===== src/rtl/if_fetch_stage.sv =====
// Instruction-fetch front end: owns the PC, drives a 1-cycle synchronous ROM and buffers words in a 2-entry queue toward decode.
// Optional build macro IF_PERF_CNT_EN adds delivered/flushed instruction counters; otherwise both count outputs read 0.
module if_fetch_stage #(
    parameter logic [31:0] START_ADDR = 32'd0,
    parameter int          ROM_AW     = 5
) (
    input  logic              clk,
    input  logic              resetn,
    output logic [ROM_AW-1:0] rom_addr,
    input  logic [31:0]       rom_inst,
    input  logic              redirect,
    input  logic [31:0]       redirect_pc,
    input  logic              id_ready,
    output logic              if_valid,
    output logic [31:0]       if_pc,
    output logic [31:0]       if_inst,
    output logic [31:0]       fetch_cnt,
    output logic [31:0]       flush_cnt
);

    logic [31:0] req_pc_q, req_pc_d;
    logic [31:0] rsp_pc_q, rsp_pc_d;
    logic        inflight_q, inflight_d;
    logic [1:0]  occ_q, occ_d;
    logic [31:0] pc0_q, pc0_d, inst0_q, inst0_d;
    logic [31:0] pc1_q, pc1_d, inst1_q, inst1_d;

    logic        pop;
    logic        push;
    logic        issue;
    logic [2:0]  avail;
    logic [1:0]  wr_slot;

    assign rom_addr = req_pc_q[ROM_AW+1:2];
    assign if_valid = (occ_q != 2'd0);
    assign if_pc    = pc0_q;
    assign if_inst  = inst0_q;

    always_comb begin
        pop     = if_valid & id_ready;
        push    = inflight_q & ~redirect;
        avail   = {1'b0, occ_q} + {2'b00, inflight_q};
        // Only issue when the response is guaranteed a queue slot next cycle.
        issue   = ~redirect & (avail < (3'd2 + {2'b00, pop}));
        wr_slot = occ_q - {1'b0, pop};

        req_pc_d   = req_pc_q;
        rsp_pc_d   = rsp_pc_q;
        inflight_d = 1'b0;
        occ_d      = occ_q;
        pc0_d      = pc0_q;
        inst0_d    = inst0_q;
        pc1_d      = pc1_q;
        inst1_d    = inst1_q;

        if (redirect) begin
            req_pc_d = redirect_pc;
            occ_d    = 2'd0;
        end else begin
            if (issue) begin
                req_pc_d   = req_pc_q + 32'd4;
                rsp_pc_d   = req_pc_q;
                inflight_d = 1'b1;
            end
            // Slot 0 is the head; it keeps its last contents when the queue drains.
            if (pop && occ_q == 2'd2) begin
                pc0_d   = pc1_q;
                inst0_d = inst1_q;
            end
            if (push) begin
                if (wr_slot == 2'd0) begin
                    pc0_d   = rsp_pc_q;
                    inst0_d = rom_inst;
                end else begin
                    pc1_d   = rsp_pc_q;
                    inst1_d = rom_inst;
                end
            end
            occ_d = occ_q + {1'b0, push} - {1'b0, pop};
        end
    end

    always_ff @(posedge clk) begin
        if (!resetn) begin
            req_pc_q   <= START_ADDR;
            rsp_pc_q   <= 32'd0;
            inflight_q <= 1'b0;
            occ_q      <= 2'd0;
            pc0_q      <= 32'd0;
            inst0_q    <= 32'd0;
            pc1_q      <= 32'd0;
            inst1_q    <= 32'd0;
        end else begin
            req_pc_q   <= req_pc_d;
            rsp_pc_q   <= rsp_pc_d;
            inflight_q <= inflight_d;
            occ_q      <= occ_d;
            pc0_q      <= pc0_d;
            inst0_q    <= inst0_d;
            pc1_q      <= pc1_d;
            inst1_q    <= inst1_d;
        end
    end

`ifdef IF_PERF_CNT_EN
    logic [31:0] fetch_cnt_q, flush_cnt_q;

    always_ff @(posedge clk) begin
        if (!resetn) begin
            fetch_cnt_q <= 32'd0;
            flush_cnt_q <= 32'd0;
        end else begin
            // A handshake in a redirect cycle is a flush, not a delivery.
            if (pop && !redirect) begin
                fetch_cnt_q <= fetch_cnt_q + 32'd1;
            end
            if (redirect) begin
                flush_cnt_q <= flush_cnt_q + {30'd0, occ_q} + {31'd0, inflight_q};
            end
        end
    end

    assign fetch_cnt = fetch_cnt_q;
    assign flush_cnt = flush_cnt_q;
`else
    assign fetch_cnt = 32'd0;
    assign flush_cnt = 32'd0;
`endif

endmodule

===== config.mk =====
export PLATFORM = sky130hd
export DESIGN_NAME = if_fetch_stage
export DESIGN_NICKNAME = d
export VERILOG_FILES = /design/src/rtl/if_fetch_stage.sv
export SDC_FILE = /design/constraint.sdc
export NUM_CORES = 1
export LEC_CHECK = 0
export CORE_UTILIZATION = 38
export DETAILED_ROUTE_END_ITERATION = 10
export PLACE_DENSITY_LB_ADDON = 0.12
export SLEW_MARGIN = 20
export SYNTH_ARGS = -nofsm -noshare
export SYNTH_HDL_FRONTEND = slang
export SYNTH_SLANG_ARGS = --single-unit

===== constraint.sdc =====
create_clock -name clk -period 3.9 [get_ports clk]
set_input_delay 0.975 -clock clk [delete_from_list [all_inputs] [get_ports clk]]
set_output_delay 0.975 -clock clk [all_outputs]
set_load 0.01 [all_outputs]

==> results.md <==
* Initial DRC count at roughly 480
* Post-detail-place hpwl at between 10000 and 15000 um
* Detailed-route via count at ~7000
* Grt ovf at 0
* TritonRoute pass-1 iters at 8
* Synthesized area per cell at 8.39 um2
* Post-Route Utilization at between 40% and 50%
* CTS tree: yes
* CP delay by family, top: buffers and inverters
* Number of remaining DRC errors at 38
* GRT Overall Usage at between 10% and 20%
* Synth warnings at 0
* Outcome: finished with violations
* Setup Buffers After CTS at 0
* Die area at 23100 um2
* Final period utilization at 69.3%
* Max Slew Vio Count at 0
* Longest Clk Path Bufs at 2
* Ys async rst share at 0%
* CP cell instances: or2_2 > clkdlybuf4s50_1
* Critical Path Start Type: register
* Max Fclk at around 0.37 GHz
* Setup TNS at 0 ns
* Num rows at 54
* Chip Width at approximately 150 um
* Failing checks: design-rule violations
* I/O Pins at approximately 200
* Max Fanout on Critical Path at 9
* Peak VDD IR at about 220 uV
* CP Capture Type: output pin
* ANT nets after route at 0
* Antenna violations before repair at 0
* Multi-input gate area at just over 4000 um2
* Reg-to-reg startpoint: inflight_q
* Area leader, netlist: dfxtp_1
* Setup Skew at approximately 0.013 ns
* Chip height at between 150 and 200 um
* Leakage at slightly below 0.004 uW
* Fin. Hold Viols at 0
* Final Wtd Congestion at 0.821
* CTS Hold Bufs at 0
* Synth area leaders: dfxtp_1, nand2_1, a21boi_0
* Max-cap check violation count at 0
* Relative slew slack at 39.5%
* H-tree levels at 4
* Starting Density at between 30% and 40%
* Worst hold path type: reg2reg
* Reg area at a little under 4000 um2
* Number of global-route vias before repair at about 6700
* CP startpoint: occ_q[1]
* CTS resizes at 0
* Core Region at between 20000 and 25000 um2
* Top-area cell type share of the netlist area at about 46%
* Synth Cell Area at around 8600 um2
* RSZ-0062 raised after global routing: false
* CP max stage delay at 0.58 ns
* Crit path kind: reg2out
* Least-Margin Pin Slew at 0.904 ns
* Clock root cell: clkbuf_16
* I/O Buffers at approximately 140
* Clk pin slew, worst setup/hold paths at around 0.07 ns
* Layout filler cell count at around 2200
* Cts bufs inserted at 17
* Net count, final at about 1200
* Area Overhead vs Synth at 22.7%
* Arrival time worst endpoint at between 1.5 and 2 ns
* Global-route wire length before repair at about 35000 um
* Routed WL at around 21000 um
* Flops & latches, synth at ~200
* Fraction of layout cells with a size suffix above 1 at ~5.9%
* Largest net degree at the start of global routing at 61
* Skew-Pair Late Insertion Delay at ~0.43 ns
* Endpoints failing setup at 0
* Post-synth cell types at 48
* PwrDens at 425 nW/um2
* Req. time, crit path at 2.92 ns
* Sequential area share after synthesis at 45.6%
* Hold path start: req_pc_q[10]
* Main synth FF type: dfxtp_1
* Critical path buffer and inverter count at 1
* Synthesized instance count at slightly above 1000
* Wire length per cell at 15.2 um
* # diodes at 0
* Clock sink count at slightly below 200
* Slowest-stage cell, CP: clkdlybuf4s50_1
* Period minus WS final at about 2.7 ns
* Vias per cell at about 5.1
* EDFF count, synth at 0
## cell usage in the layout, fill, tap and decap left out, types with 12 or more instances in the layout
| cell | n |
|---|---|
| clkdlybuf4s50_1 | 136 |
| dfxtp_1 | 195 |
| clkbuf_16 | 17 |
| a21boi_1 | 12 |
| a21oi_1 | 78 |
| nand4_1 | 16 |
| xnor2_1 | 12 |
| conb_1 | 64 |
| o21ai_1 | 13 |
| buf_4 | 19 |
| nand2_1 | 206 |
| o22ai_1 | 60 |
| o21ai_0 | 80 |
| a21boi_0 | 84 |
## Yosys cell counts, types with 5 or more instances
library cell / n
nand2_1: 206
dfxtp_1: 195
a21boi_0: 84
o21ai_0: 80
a21oi_1: 78
buf_4: 71
o22ai_1: 60
clkbuf_1: 56
nand4_1: 16
o21ai_1: 14
a21boi_1: 12
xnor2_1: 12
buf_2: 11
xor2_1: 11
inv_1: 10
or3_1: 10
a31oi_1: 8
o211a_1: 8
mux2i_1: 7
nand3_1: 7
nor2_1: 7
buf_1: 6
nor2b_1: 5
nor3_1: 5
## worst min-delay path: cells and delay by family, from the launching register on
family          cells  cell delay (ns)
flops               1             0.31
simple gates        1             0.05
compound gates      1             0.05
## per-stage QoR
| stage | cells | instance area (um2) | hold slack [ns] | total power, uW | setup slack [ns] |
|---|---|---|---|---|---|
| 3_5_place_dp | 1371 | 9840 | 0.446 | 2560 | 0.740 |
| 5_1_grt | 1402 | 10500 | 0.475 | 4630 | 1.02 |
| 4_1_cts | 1402 | 10500 | 0.455 | 4510 | 1.19 |
| 2_1_floorplan | 1082 | 8790 | 0.430 | 2420 | 1.45 |
| 3_3_place_gp | 1371 | 9840 | 0.442 | 2560 | 0.853 |
| 6_report | 1402 | 10500 | 0.453 | 4460 | 1.20 |
## path summary, 6_finish.rpt
| check | to | slack, ns | depth (start not counted) |
|---|---|---|---|
| worst max-delay path | if_valid | 1.20 | 2 |
| worst min-delay path | rsp_pc_q[10] | 0.45 | 2 |
| worst max register to register | req_pc_q[26] | 1.32 | 6 |
| worst min register to register | rsp_pc_q[10] | 0.45 | 2 |
## report_power, final
group	switching, uW	internal [uW]	total, uW
logic	211	191	403
registers	57.3	2060	2110
clock network	771	1170	1940
total	1040	3420	4460
## metal layers
metal / track usage (%) / share of wire, % / vias to the layer above
met3: 3.91 / 4.4 / 22
li1: - / - / 3579
met1: 26.2 / 49 / 3330
met2: 29.4 / 45 / 195
met4: 5.59 / 1.3 / 0
met5: 0 / 0 / -
## state kept, by name, summed over array words and instances (netlist names)
register,flops
occ_q,2
req_pc_q,32
if_inst,32
pc1_q,32
inflight_q,1
inst1_q,32
if_pc,32
rsp_pc_q,32
## area by class of cell
class | count | share of cell area [%]
clock buffers | 19 | 4.32
clock inverters | 12 | 1.92
inverters | 10 | 0.370
multi-input cells | 730 | 38.3
flip-flops and latches | 195 | 37.2
well taps | 280 | 3.34
repair buffers | 156 | 14.5
## cells by family after synthesis
family / count (synthesis) / share of synthesized area, %
adder cells (fa/ha/maj): 4 / 0.585
multiplexers: 7 / 0.819
AND/OR/NAND/NOR: 284 / 15.3
XOR/XNOR: 23 / 2.36
buffers and inverters: 157 / 10.4
flip-flops: 195 / 45.6
other: 1 / 0.0438
AO/OA/AOI/OAI: 348 / 24.9
(Power assumes the default switching activity.)
